<file path="src/rtl/rx_ctrl_pkg.sv">
// Shared definitions for the receive-side sequencer and the decoder side:
// packet-kind codes, the per-request status codes and the sequencer states.
package rx_ctrl_pkg;

  localparam logic [1:0] KIND_NONE   = 2'b00;
  localparam logic [1:0] KIND_DATA   = 2'b11;
  localparam logic [1:0] KIND_HSHAKE = 2'b10;

  typedef enum logic [2:0] {
    RX_OK       = 3'd0,
    RX_TIMEOUT  = 3'd1,
    RX_PID_ERR  = 3'd2,
    RX_CRC_ERR  = 3'd3,
    RX_KIND_ERR = 3'd4
  } rx_status_t;

  typedef enum logic [2:0] {
    ST_IDLE,
    ST_ARM,
    ST_LISTEN,
    ST_RECV,
    ST_PIDACK,
    ST_ABORT,
    ST_DONE
  } rx_state_t;

  // A bad CRC outranks a wrong kind; a request that expected no packet
  // treats any received packet as the wrong kind.
  function automatic rx_status_t resolve_verdict(input logic       crc_good,
                                                 input logic [1:0] got_kind,
                                                 input logic [1:0] want_kind);
    rx_status_t result;
    if (!crc_good) begin
      result = RX_CRC_ERR;
    end else if ((want_kind == KIND_NONE) || (got_kind != want_kind)) begin
      result = RX_KIND_ERR;
    end else begin
      result = RX_OK;
    end
    return result;
  endfunction

endpackage

</file>
<file path="src/rtl/rx_timer.sv">
// Shared wait timer for the LISTEN and RECV windows. The limit is chosen at
// run time by the sequencer; expired is a registered one-cycle pulse that
// lands the cycle after the terminal count limit-1 was reached.
module rx_timer #(
  parameter int WIDTH = 14
) (
  input  logic             clk,
  input  logic             rst_n,
  input  logic             clear,
  input  logic             enable,
  input  logic [WIDTH-1:0] limit,
  output logic             expired
);

  logic [WIDTH-1:0] count;

  // Count enabled cycles, wrap at the terminal count and flag it for one cycle
  always_ff @(posedge clk or negedge rst_n) begin
    if (!rst_n) begin
      count   <= '0;
      expired <= 1'b0;
    end else if (clear) begin
      count   <= '0;
      expired <= 1'b0;
    end else if (enable) begin
      if (count == (limit - WIDTH'(1))) begin
        count   <= '0;
        expired <= 1'b1;
      end else begin
        count   <= count + WIDTH'(1);
        expired <= 1'b0;
      end
    end else begin
      expired <= 1'b0;
    end
  end

endmodule

</file>
<file path="src/rtl/rx_packet_ctrl.sv">
// Receive-side sequencer: arms the decoder/CRC pair for one packet per
// request, bounds the listen and receive phases with a timer, collects the
// PID and CRC verdicts and reports one status per request.
module rx_packet_ctrl
  import rx_ctrl_pkg::*;
#(
  parameter int LISTEN_CYCLES = 255,
  parameter int RECV_CYCLES   = 8400,
  parameter int MAX_RETRY     = 3
) (
  input  logic       clk,
  input  logic       rst_n,
  input  logic       rx_req,
  input  logic [1:0] rx_expect,
  input  logic       pkt_start,
  input  logic       bs_decoder_wait,
  input  logic       PID_error,
  input  logic       pid_done,
  input  logic [1:0] pkt_kind,
  input  logic       crc_done,
  input  logic       crc_ok,
  output logic       abort,
  output logic       rc_PIDerror,
  output logic       rx_busy,
  output logic       rx_done,
  output logic [2:0] rx_status,
  output logic       rx_give_up
);

  localparam int TIMER_MAX = (LISTEN_CYCLES > RECV_CYCLES) ? LISTEN_CYCLES : RECV_CYCLES;
  localparam int TIMER_W   = $clog2(TIMER_MAX + 1);
  localparam int CNT_W     = $clog2(MAX_RETRY + 1);

  rx_state_t          state;
  rx_status_t         status_q;
  logic [1:0]         expect_q;
  logic               pid_seen;
  logic [1:0]         kind_q;
  logic               crc_seen;
  logic               crc_ok_q;
  logic [CNT_W-1:0]   err_count;

  logic               timer_clear;
  logic               timer_en;
  logic [TIMER_W-1:0] timer_limit;
  logic               timer_expired;

  logic               pid_now;
  logic               crc_now;
  logic [1:0]         kind_now;
  logic               crc_good_now;
  rx_status_t         verdict;

  // Timer runs only while waiting for a packet or its verdicts; it restarts on packet start
  always_comb begin
    timer_en    = (state == ST_LISTEN) || (state == ST_RECV);
    timer_clear = !timer_en || ((state == ST_LISTEN) && pkt_start);
    timer_limit = (state == ST_RECV) ? TIMER_W'(RECV_CYCLES) : TIMER_W'(LISTEN_CYCLES);
  end

  rx_timer #(
    .WIDTH (TIMER_W)
  ) u_timer (
    .clk     (clk),
    .rst_n   (rst_n),
    .clear   (timer_clear),
    .enable  (timer_en),
    .limit   (timer_limit),
    .expired (timer_expired)
  );

  // Merge stored verdicts with this cycle's pulses so same-cycle arrivals complete at once
  always_comb begin
    pid_now      = pid_seen || pid_done;
    crc_now      = crc_seen || crc_done;
    kind_now     = pid_done ? pkt_kind : kind_q;
    crc_good_now = crc_done ? crc_ok : crc_ok_q;
    verdict      = resolve_verdict(crc_good_now, kind_now, expect_q);
  end

  // Sequencer with registered Moore outputs and the per-request status
  always_ff @(posedge clk or negedge rst_n) begin
    if (!rst_n) begin
      state       <= ST_IDLE;
      status_q    <= RX_OK;
      expect_q    <= KIND_NONE;
      pid_seen    <= 1'b0;
      kind_q      <= KIND_NONE;
      crc_seen    <= 1'b0;
      crc_ok_q    <= 1'b0;
      abort       <= 1'b0;
      rc_PIDerror <= 1'b0;
      rx_busy     <= 1'b0;
      rx_done     <= 1'b0;
    end else begin
      abort       <= 1'b0;
      rc_PIDerror <= 1'b0;
      rx_done     <= 1'b0;
      unique case (state)
        ST_IDLE: begin
          if (rx_req) begin
            state    <= ST_ARM;
            expect_q <= rx_expect;
            rx_busy  <= 1'b1;
          end
        end
        ST_ARM: begin
          if (bs_decoder_wait) begin
            state <= ST_LISTEN;
          end else begin
            abort <= 1'b1;
          end
        end
        ST_LISTEN: begin
          if (pkt_start) begin
            state    <= ST_RECV;
            pid_seen <= 1'b0;
            crc_seen <= 1'b0;
          end else if (timer_expired) begin
            state    <= ST_DONE;
            rx_done  <= 1'b1;
            status_q <= (expect_q == KIND_NONE) ? RX_OK : RX_TIMEOUT;
          end
        end
        ST_RECV: begin
          if (pid_done) begin
            pid_seen <= 1'b1;
            kind_q   <= pkt_kind;
          end
          if (crc_done) begin
            crc_seen <= 1'b1;
            crc_ok_q <= crc_ok;
          end
          if (PID_error) begin
            state       <= ST_PIDACK;
            rc_PIDerror <= 1'b1;
          end else if (pid_now && crc_now) begin
            state    <= ST_DONE;
            rx_done  <= 1'b1;
            status_q <= verdict;
          end else if (timer_expired) begin
            state <= ST_ABORT;
            abort <= 1'b1;
          end
        end
        ST_PIDACK: begin
          state    <= ST_DONE;
          rx_done  <= 1'b1;
          status_q <= RX_PID_ERR;
        end
        ST_ABORT: begin
          state    <= ST_DONE;
          rx_done  <= 1'b1;
          status_q <= RX_TIMEOUT;
        end
        ST_DONE: begin
          state   <= ST_IDLE;
          rx_busy <= 1'b0;
        end
        default: begin
          state   <= ST_IDLE;
          rx_busy <= 1'b0;
        end
      endcase
    end
  end

  // Consecutive-error count: cleared by a good request, saturating otherwise
  always_ff @(posedge clk or negedge rst_n) begin
    if (!rst_n) begin
      err_count <= '0;
    end else if (state == ST_DONE) begin
      if (status_q == RX_OK) begin
        err_count <= '0;
      end else if (err_count != CNT_W'(MAX_RETRY)) begin
        err_count <= err_count + CNT_W'(1);
      end
    end
  end

  assign rx_status  = status_q;
  assign rx_give_up = (err_count == CNT_W'(MAX_RETRY));

endmodule

</file>
<file path="config.mk">
export PLATFORM = sky130hd
export DESIGN_NAME = rx_packet_ctrl
export DESIGN_NICKNAME = d
export VERILOG_FILES = /design/src/rtl/rx_ctrl_pkg.sv /design/src/rtl/rx_timer.sv /design/src/rtl/rx_packet_ctrl.sv
export SDC_FILE = /design/constraint.sdc
export NUM_CORES = 1
export LEC_CHECK = 0
export ABC_AREA = 1
export BUFFER_PORTS_ARGS = -buffer_cell sky130_fd_sc_hd__buf_4
export CORE_MARGIN = 5
export CORE_UTILIZATION = 46
export CTS_CLUSTER_SIZE = 25
export DETAILED_ROUTE_END_ITERATION = 12
export HOLD_SLACK_MARGIN = 0.06
export PLACE_DENSITY = 0.7
export SLEW_MARGIN = 20
export SYNTH_ARGS = -nofsm -noshare
export SYNTH_HDL_FRONTEND = slang
export SYNTH_SLANG_ARGS = --single-unit
</file>
<file path="constraint.sdc">
create_clock -name clk -period 1.8 [get_ports clk]
set_input_delay 0.36 -clock clk [delete_from_list [all_inputs] [get_ports clk]]
set_output_delay 0.36 -clock clk [all_outputs]
set_load 0.05 [all_outputs]
</file>
==> run summary, run 1 <==
The run finished with clean final reports. The number of instances in the synthesized netlist is 246. The number of clock buffers added by TritonCTS is 5. After clock tree synthesis, the clock-pin slew on the worst setup and hold paths is 0.07 ns. The worst clock skew is 0.00379 ns. The number of gates given a new drive strength after cts is 0. The number of global-route vias before repair is 1512. The residual overflow from global routing came out at 0. The power density over cell area came out at 1420 mW/mm2. The starting utilization of the core area is 48.1%. The worst setup path is captured at a primary output. The number of max-cap violations came out at 0.

The number of H-tree branching levels is 2. The layout overhead on the synthesized area is 16.6%. The critical path data required time came out at 1.44 ns. The critical path goes through ha_1 > buf_4. Once detail routing completed, the nets flagged for antenna violations numbered 0. For this run, the slowest stage of the critical path takes 0.41 ns. The most critical setup path has its startpoint at err_count[0]. Global routing used 16.1% of the available tracks. The slowest stage of the critical path is the dfrtp_1 cell. The arrival time of the worst setup path is 1.13 ns. The setup path with the least slack is of type flop to primary output. The final count of negative-setup-slack endpoints is 0.

The number of design rule violations left after detail routing is 0. The clock sink count came out at 34. The detailed-route wire length came out at 3950 um. The wire length of the first global-routing pass is 6780 um. At the pin with the least slew margin, the transition time is 0.429 ns. The net count of the finished layout is 293. Headroom to the max-slew limit came out at 71.4%. Entering global routing, the biggest net connects 35 pins.

Of the synthesized area, sequential elements account for 43.9%. By area the synthesized netlist is led by dfrtp_1, nand2_1, inv_1. For this run, the top clock speed supported by timing is 0.673 GHz. In the post-route analysis, the smallest setup slack over all paths is 0.314 ns. In this run the horizontal extent of the chip is 74.9 um.

0 antenna diodes ended up in the layout. The total of flip-flops plus latches after synthesis came out at 34. The reg-to-reg setup timing slack is 0.32 ns.

The sum of negative setup slack is 0 ns. The clock period minus final worst setup slack came out at 1.49 ns. The tree is rooted in a clkbuf_8. In this run the most critical hold path is launched from rx_expect[1]. After legalization and detailed placement, the total HPWL measured 3050 um. The clock latency on the worst-skew pair is 0.29 ns. The floorplan has 23 rows. For this design the top-level I/O count stands at 21.

The most frequent cell after synthesis is nand2_1. The startpoint kind of the worst setup timing path is a flop. The Yosys step of the flow raised 0 warnings. The number of buffers on the longest clock path came out at 2. The initial antenna violation count is 0. The area of the die came out at 0.00561 mm2. The layout cell share with drive strength beyond 1 is 17.0%. The number of port buffers came out at 20. The floorplan step set the die height to 74.9 um. The count of distinct cell types in the synthesized netlist is 32. The number of vias per cell after detailed routing came out at 4.97. The area of the multi-input gates came out at 935 um2. The register area came out at 851 um2.

VDD sags by at most 0.692 mV. The portion of synthesized cell area occupied by the leading cell type is 43.9%. The finished cells cover 0.00226 mm2.

The area inside the core boundary is 0.00403 mm2. The number of DRC markers in iteration 0 is 142. The worst hold path belongs to the class input pin to flop.

In this run the worst path has a maximum fanout of 3. The placed standard-cell area came out at 0.00216 mm2. The total number of vias is 1621. The global placer's final weighted congestion came out at 0.863. The number of hold violations in the final report is 0. The total power came out at 3200 uW. The TritonCTS clock tree is done. The max-slew violation total from the final report was 0. Counting instances in the post-synthesis netlist gives the leading cell types as nand2_1, inv_1, dfrtp_1, nor2_1, nand3_1.

The share of the clock period used by the worst path after layout came out at 82.6%. The buffer and inverter count on the worst path is 1. The number of nets in the synthesized netlist is 264. The origin of the critical flop-to-flop path is u_timer.count[0].

Before antenna repair, the detailed router went through 4 iterations. Setup repair after global routing left no endpoint under its margin. The number of flops mapped to enable cells by yosys came out at 0. On the critical path the largest part of the delay comes from flip-flops. After detailed routing, the average wire length per cell comes to 12.1 um.

The mapped cell area is 0.00194 mm2. The post-placement worst setup slack is 0.336 ns. The final-layout fill cell count came out at 377. Counting flops with an async set or reset pin after synthesis yields a share of 100%. Among all flip-flop cells after synthesis, the most frequent one is dfrtp_1. The cell accounting for the most synthesized area is dfrtp_1. The average instance in the mapped netlist occupies 7.88 um2. The reported leakage power came out at 0.00114 uW.
[sequential cells by signal (all words and copies together) (netlist names)]
signal,cells
u_timer.count,14
rx_status,3
state,3
err_count,2
expect_q,2
kind_q,2
abort,1
crc_ok_q,1
crc_seen,1
pid_seen,1
rc_PIDerror,1
rx_busy,1
rx_done,1
u_timer.expired,1
[stage by stage]
| step | utilization, % | cells | hold WS (ns) |
|---|---|---|---|
| global route | 56.1 | 326 | 0.271 |
| detailed placement | 53.6 | 317 | 0.336 |
| global placement | 53.6 | 317 | 0.335 |
| floorplan | - | 246 | 0.0644 |
| finish | 56.1 | 326 | 0.271 |
| CTS | 56.1 | 326 | 0.270 |
[layout make-up]
class / instances / share of cell area [%]
Inverter: 40 / 6.76
Multi-Input combinational cell: 172 / 41.4
Clock buffer: 7 / 3.82
Clock inverter: 1 / 0.221
Timing Repair Buffer: 22 / 7.42
Sequential cell: 34 / 37.7
Tap cell: 50 / 2.77
[timing repair]
action / in CTS / in global routing
buffers inserted: 0 / 0
hold buffers: 1 / 0
hold endpoints to repair: 34 / 0
[cells in the final DEF (no fill, tap or decap), drive strengths merged]
cell type    instances
ha                   5
o22ai                2
o21bai               2
o31ai                1
dfrtp               34
nor3                 5
clkinv               1
xor2                 5
a31oi                1
a21o                 1
buf                 21
nor2                35
nand4                7
xnor2                2
o211ai               2
o21a                 1
a21oi                2
nand3               21
o21ai               16
inv                 40
nand2               61
or2                  2
nand3b               1
dlygate4sd3          1
clkbuf               7
[path summary, 6_finish.rpt]
path | to | cells past startpoint
hold / removal | expect_q[1] | 3
hold reg to reg | crc_ok_q | 1
setup reg to reg | u_timer.count[10] | 9
max in group asynchronous | u_timer.count[3] | 2
min in group asynchronous | u_timer.count[4] | 2
setup / recovery | rx_give_up | 2
[report_power, final]
part / switching, uW / internal, uW
registers: 163 / 969
clock network: 271 / 308
logic: 993 / 495
total: 1430 / 1770
[per-layer routing]
layer,track usage [%],routed length [um],up-vias
met5,0,0,-
met4,5.53,57,0
met3,4.67,205,7
met2,23.9,1720,38
met1,22.4,1960,735
li1,-,-,841
[worst reg2reg max path, cell delays in order, from the launching register on]
cell     delay, ns
dfrtp_1       0.44
ha_1          0.22
inv_1         0.05
nor2_1        0.15
nand2_1       0.14
nor2_4        0.16
nand3_1       0.08
nand2_1       0.06
nand2_1       0.05
nor2_1        0.08
[kinds of logic (layout without fill, tap and decap cells)]
logic type | after synthesis | in the layout | synth area share [%]
flip-flops | 34 | 34 | 43.9
AO/OA/AOI/OAI | 28 | 28 | 8.91
XOR/XNOR | 7 | 7 | 3.16
AND/OR/NAND/NOR | 132 | 132 | 32.9
buffers and inverters | 40 | 70 | 7.88
adder cells (fa/ha/maj) | 5 | 5 | 3.23
Power figures use the tool's default switching activity.
==> inputs of run 2 (changes only) <==
==> constraint.sdc (replaced) <==
create_clock -name clk -period 1.46 [get_ports clk]
set_input_delay 0.292 -clock clk [delete_from_list [all_inputs] [get_ports clk]]
set_output_delay 0.292 -clock clk [all_outputs]
set_load 0.05 [all_outputs]
==> run summary, run 2 (same netlist as run 1, synthesis figures left out) <==
The die width came out at 74.9 um (unchanged). The cell count along the critical path came to 2 (unchanged). The cell depth of the worst flop-to-flop path came out at 7 (was 9). The peak per-stage delay on the critical path is 0.39 ns (was 0.41 ns). The switching power share of the total was 44.3% (was 44.6%). The area inside the core boundary came out at 0.00403 mm2 (unchanged). The clock sink count came out at 34 (unchanged). The startpoint kind of the worst setup timing path is a flop (unchanged). The overall die height is 74.9 um (unchanged). The cell depth of the worst hold path came out at 3 (unchanged). The final count of negative-setup-slack endpoints is 0 (unchanged). The worst hold margin came out at 0.203 ns (was 0.271 ns). The flip-flop count of the largest register after layout came out at 14 (unchanged). The arrival time of the worst setup path came to 1.10 ns (was 1.13 ns). The number of buffers inserted during clock tree synthesis came out at 5 (unchanged). The I/O pin count is 21 (unchanged).

The number of global-route vias before repair came out at 1491 (was 1512). The number of hold violations in the final report is 0 (unchanged). The floorplan row count came out at 23 (unchanged). The starting utilization of the core area came out at 48.1% (unchanged). The number of H-tree branching levels is 2 (unchanged). The number of design rule violations left after detail routing is 0 (unchanged).

The max-slew violation total from the final report is 0 (unchanged). The cell-internal power is 2270 uW (was 1770 uW). The residual overflow from global routing is 0 (unchanged).

The source of the critical timing path is err_count[0] (unchanged). The register area is 853 um2 (was 851 um2). The cell total after placement is 323 (was 317).

The kind of end point of the critical path is a primary output (unchanged). The worst clock skew is 0.00284 ns (was 0.00379 ns). The layout overhead on the synthesized area is 20.7% (was 16.6%). The combinational share of power is 48.7% (was 46.5%). The detailed-route wire length came out at 3940 um (was 3950 um). The reported leakage power is 0.00118 uW (was 0.00114 uW). The type of the worst setup path is flop to primary output (unchanged). The final cell utilization of the core came out at 58.0% (was 56.1%). The layout cell share with drive strength beyond 1 is 22.5% (was 17.0%). The largest net degree at the start of global routing came to 35 (unchanged). The most common library cell in the layout ignoring fill and taps is nand2_1 (unchanged). For the finished layout, the period the worst path requires is 1.39 ns. The post-route worst setup slack came out at 0.0680 ns (was 0.314 ns). The area of the multi-input gates is 951 um2 (was 935 um2). The power density over cell area is 1740 mW/mm2 (was 1420 mW/mm2). The achievable frequency came out at 0.718 GHz. The post-placement worst setup slack came out at 0.0305 ns (was 0.336 ns). The register with the highest flop count is u_timer.count (unchanged). Crit path cell chain: ha_1 > buf_4 (unchanged).

The origin of the critical flop-to-flop path is state[2] (was u_timer.count[0]). The area of the die is 0.00561 mm2 (unchanged). The slowest cell on the critical path is dfrtp_1 (unchanged). The initial antenna violation count is 0 (unchanged). The maximum net fanout on the critical path came out at 3 (unchanged).

The share of total power in sequential cells is 33.6% (was 35.4%). The switching component of the power is 1800 uW (was 1430 uW). The final-layout fill cell count is 383 (was 377). The number of max-cap violations is 0 (unchanged). The iteration count of the initial detailed-routing pass came out at 4 (unchanged).

Status: finished clean (unchanged). The overall fraction of global-route tracks in use came out at 16.1% (about the same). After layout, the worst path uses 95.3% of the clock period. The clock-pin slew on the worst setup and hold paths is 0.07 ns (about the same). The clock latency on the worst-skew pair is 0.29 ns (about the same).

The root buffer cell was clkbuf_8 (unchanged). The TritonCTS clock tree is done (unchanged). The number of DRC markers in iteration 0 came out at 98 (was 142). The beginning of the worst hold path is rx_expect[1] (unchanged).

The routed length per placed instance is 11.8 um (was 12.1 um). The dominant delay contributor by cell family on the critical path is flip-flops (unchanged). The worst hold-check path type is input pin to flop (unchanged).

The total number of vias is 1653 (was 1621). The count of antenna diodes in the layout is 0 (unchanged). The number of buffers on the longest clock path is 2 (unchanged). The wire length of the first global-routing pass is 6820 um (was 6780 um). The worst-margin pin slew came out at 0.443 ns (was 0.429 ns).

The net count of the finished layout is 301 (was 293). The critical path data required time is 1.17 ns (was 1.44 ns). RSZ-0062 raised after global routing: yes (was no). The remaining antenna violation count is 0 (unchanged). The count of placed standard cells in the final layout, fillers left out came out at 334 (was 326). The number of port buffers was 20 (unchanged). The clock network power share came to 17.7% (was 18.1%).

The placed wire-length estimate was 2990 um (was 3050 um). The maximum vdd drop came out at 0.872 mV (was 0.692 mV). The global placer's final weighted congestion came out at 0.925 (was 0.863). The worst slew margin relative to its limit is 70.5% (was 71.4%). Most used cells in the layout excluding fill and tap cells: nand2_1, inv_1, dfrtp_1 (unchanged). The buffer and inverter count on the worst path came out at 1 (unchanged). The number of vias per cell after detailed routing is 4.95 (was 4.97).
==> run 2: cell types whose count changed in the layout (fill, tap and decap cells not counted), sizes merged <==
| cell | previous run | this run |
|---|---|---|
| buf | 21 | 29 |
==> run 2: routing by layer <==
layer | GRT usage [%] | share of wire [%]
met1 | 23.7 | 51
met4 | 7.11 | 2.1
met5 | 0 | 0
met2 | 21.9 | 41
met3 | 4.67 | 6.3
==> run 2: cell type report <==
cell class                 count  area share (%)
timing repair buffer          30            9.74
clock buffer                   7            3.69
inverter                      40            6.53
clock inverter                 1           0.214
tap                           50            2.68
multi-input combinational    172            40.7
sequential                    34            36.5
==> run 2: power by group through the flow <==
| stage | clock (uW) | sequential [uW] | combinational [uW] |
|---|---|---|---|
| after floorplan | 0 | 1660 | 1080 |
| after global placement | 0 | 1390 | 1890 |
| after detailed placement | 0 | 1390 | 1920 |
| after CTS | 749 | 1380 | 1920 |
| after global routing | 783 | 1400 | 2220 |
| final | 723 | 1370 | 1980 |
==> run 2: final timing paths <==
path	end	slack (ns)
min	expect_q[1]	0.20
max	rx_give_up	0.07
min reg2reg	crc_ok_q	0.49
max in group asynchronous	state[0]	0.63
max reg2reg	rx_status[2]	0.14
min in group asynchronous	u_timer.count[2]	0.49
==> run 2: per-stage QoR <==
stage	TNS, ns	cell area (um2)	power [uW]
detailed placement	0	2200	3310
CTS	0	2300	4050
global route	-0.00929	2340	4400
finish	0	2340	4070
floorplan	0	1940	2740
global placement	0	2200	3280
==> run 2: what timing repair did <==
item	in CTS	in global routing
setup endpoints to repair	0	22
endpoints found under the hold margin	34	0
buffers inserted	0	2
hold buffers	1	0
gates resized for setup	0	10
==> run 2: worst reg2reg max path, cell delays in order, from the launching register on <==
cell	delay, ns
dfrtp_2	0.45
buf_4	0.17
nor2_8	0.19
nand2_2	0.08
o21ai_2	0.11
nor2_4	0.08
nand3_1	0.08
nand2_1	0.05
==> inputs of run 3 (changes only) <==
--- a/config.mk
+++ b/config.mk
@@ -13,6 +13,7 @@
 export DETAILED_ROUTE_END_ITERATION = 12
 export HOLD_SLACK_MARGIN = 0.06
 export PLACE_DENSITY = 0.7
+export SETUP_SLACK_MARGIN = 0.15
 export SLEW_MARGIN = 20
 export SYNTH_ARGS = -nofsm -noshare
 export SYNTH_HDL_FRONTEND = slang
==> run summary, run 3 (same netlist as run 1, synthesis figures left out) <==
The global placer's final weighted congestion is 0.899 (was 0.925). The wire length of the first global-routing pass is 7360 um (was 6820 um). The origin of the critical flop-to-flop path was state[1] (was state[2]). The number of buffers inserted during clock tree synthesis came out at 5 (unchanged). The area of the die was 0.00561 mm2 (unchanged). The kind of end point of the critical path was a flop (was primary output). The max-slew violation total from the final report came out at 0 (unchanged). The clock sink count is 34 (unchanged).

The placed wire-length estimate is 3040 um (was 2990 um). The number of H-tree branching levels came out at 2 (unchanged). The cell depth of the worst flop-to-flop path came to 7 (unchanged). Status: finished clean (unchanged). The residual overflow from global routing is 0 (unchanged). The maximum vdd drop is 1.06 mV (was 0.872 mV).

The post-placement worst setup slack came out at 0.104 ns (was 0.0305 ns). The dominant delay contributor by cell family on the critical path is flip-flops (unchanged). The final cell utilization of the core is 64.2% (was 58.0%).

The worst-margin pin slew came to 0.426 ns (was 0.443 ns). The TritonCTS clock tree is done (unchanged). The remaining antenna violation count is 0 (unchanged).

Most used cells in the layout excluding fill and tap cells: nand2_1, buf_4, inv_1 (was nand2_1, inv_1, dfrtp_1). The share of the clock period used by the worst path after layout came out at 92.4% (was 95.3%). The count of antenna diodes in the layout is 0 (unchanged). The clock-pin slew on the worst setup and hold paths is 0.07 ns (about the same).

The peak per-stage delay on the critical path is 0.47 ns (was 0.39 ns). The number of hold violations in the final report is 0 (unchanged). The critical path data required time came to 1.69 ns (was 1.17 ns). The layout overhead on the synthesized area came out at 33.5% (was 20.7%). The worst hold-check path type is input pin to flop (unchanged). The clock period minus final worst setup slack came to 1.35 ns (was 1.39 ns).

The number of global-route vias before repair came to 1584 (was 1491). The achievable frequency came to 0.741 GHz (was 0.718 GHz). The reported leakage power came out at 0.00126 uW (was 0.00118 uW). The overall die height is 74.9 um (unchanged). The layout cell share with drive strength beyond 1 is 32.1% (was 22.5%). The root buffer cell is clkbuf_8 (unchanged). The number of max-cap violations is 0 (unchanged). The type of the worst setup path is flop to flop (was flop to primary output). The floorplan row count was 23 (unchanged). The iteration count of the initial detailed-routing pass came to 4 (unchanged). The arrival time of the worst setup path came to 1.58 ns (was 1.10 ns). The overall fraction of global-route tracks in use is 17.6% (was 16.1%).

The flip-flop count of the largest register after layout came out at 14 (unchanged). The buffer and inverter count on the worst path is 2 (was 1). The area inside the core boundary came to 0.00403 mm2 (unchanged). The clock latency on the worst-skew pair came out at 0.30 ns (was 0.29 ns). The cell depth of the worst hold path is 3 (unchanged).

The number of buffers on the longest clock path came to 2 (unchanged). The worst slew margin relative to its limit is 71.6% (was 70.5%). The total number of vias came to 1734 (was 1653). The number of port buffers came out at 20 (unchanged). The worst hold margin is 0.189 ns (was 0.203 ns).

The beginning of the worst hold path is rx_expect[1] (unchanged). The die width is 74.9 um (unchanged). The most common library cell in the layout ignoring fill and taps is nand2_1 (unchanged).

The detailed-route wire length came out at 4650 um (was 3940 um). The routed length per placed instance came out at 13.4 um (was 11.8 um). The number of design rule violations left after detail routing was 0 (unchanged). The sum of negative setup slack is 0 ns (unchanged). The capturing point of the worst reg2reg path is rx_status[2] (unchanged).

The final count of negative-setup-slack endpoints is 0 (unchanged). The net count of the finished layout came out at 313 (was 301). The register with the highest flop count is u_timer.count (unchanged). The startpoint kind of the worst setup timing path is a flop (unchanged). The worst clock skew is 0.00713 ns (was 0.00284 ns). Crit path cell chain: inv_4 > ha_2 > inv_1 > o21ai_2 > nor2_4 > nand3_1 > nand2_1 (was ha_1 > buf_4). The largest net degree at the start of global routing is 35 (unchanged). The initial antenna violation count came out at 0 (unchanged). The number of DRC markers in iteration 0 was 129 (was 98). The terminating pin of the worst hold path is expect_q[1] (unchanged). The power density over cell area is 1760 mW/mm2 (was 1740 mW/mm2). The maximum net fanout on the critical path came out at 6 (was 3). The I/O pin count was 21 (unchanged).

The reg-to-reg setup timing slack came to 0.11 ns (was 0.14 ns). The number of vias per cell after detailed routing came to 5.01 (was 4.95). RSZ-0062 raised after global routing: yes (unchanged).

The post-route worst setup slack is 0.111 ns (was 0.0680 ns). The starting utilization of the core area is 48.1% (unchanged). The slowest cell on the critical path is dfrtp_2 (was dfrtp_1).
==> run 3: cell count changes in the layout (fill, tap and decap cells not counted), sizes merged <==
cell	previous run	this run
clkbuf	7	8
nand2	61	62
inv	40	39
buf	29	40
==> run 3: metrics by stage <==
step | power (uW) | instance area (um2) | cells
after floorplan | 2750 | 1950 | 246
after global placement | 3300 | 2200 | 321
after detailed placement | 3310 | 2200 | 321
after CTS | 4170 | 2400 | 338
after global routing | 4890 | 2590 | 346
final | 4560 | 2590 | 346
==> run 3: timing repair <==
| action | in CTS | in global routing |
|---|---|---|
| buffers inserted | 7 | 8 |
| gates resized for setup | 14 | 31 |
| hold endpoints to repair | 34 | 0 |
| pin swaps | 8 | 8 |
| cloned | 1 | 0 |
| setup endpoints to repair | 23 | 23 |
| hold buffers | 1 | 0 |
==> run 3: final cells by class <==
cell class | instances | area (um2)
repair buffers | 41 | 325
flip-flops and latches | 34 | 855
clock buffers | 8 | 80.1
well taps | 50 | 62.6
inverters | 40 | 160
fillers | 338 | 1440
multi-input cells | 173 | 1100
==> run 3: how the worst max path moves through the flow <==
stage | from | endpoint | slack, ns | cells after the start
floorplan | u_timer.count[0] | u_timer.count[8] | 0.17 | 7
global placement | state[2] | state[1] | 0.11 | 6
detailed placement | state[0] | u_timer.count[12] | 0.10 | 8
CTS | err_count[0] | rx_give_up | 0.14 | 2
global route | state[1] | rx_status[2] | 0.05 | 7
finish | state[1] | rx_status[2] | 0.11 | 7
==> run 3: worst reg2reg max path, delay by kind of cell, from the launching register on <==
family | cells | cell delay, ns
DFF | 1 | 0.47
AOI/OAI and AO/OA | 1 | 0.08
and+or+nand+nor | 3 | 0.30
buffers and inverters | 2 | 0.17
adders and majority gates | 1 | 0.27
==> run 3: per-layer routing <==
metal  track usage [%]  wire length, um  vias up  share of wire [%]
li1                  -                -      889                  -
met1              25.1             2170      792                 47
met2              25.0             2100       43                 45
met3              3.87              260       10                5.6
met4              8.50              115        0                2.5
met5                 0                0        -                  0
==> run 3: power breakdown <==
group          internal (uW)  total [uW]  switching, uW  leakage (uW)
Combinational            954        2490           1540      0.000781
Sequential              1200        1390            184      0.000444
Clock                    339         681            342     0.0000395
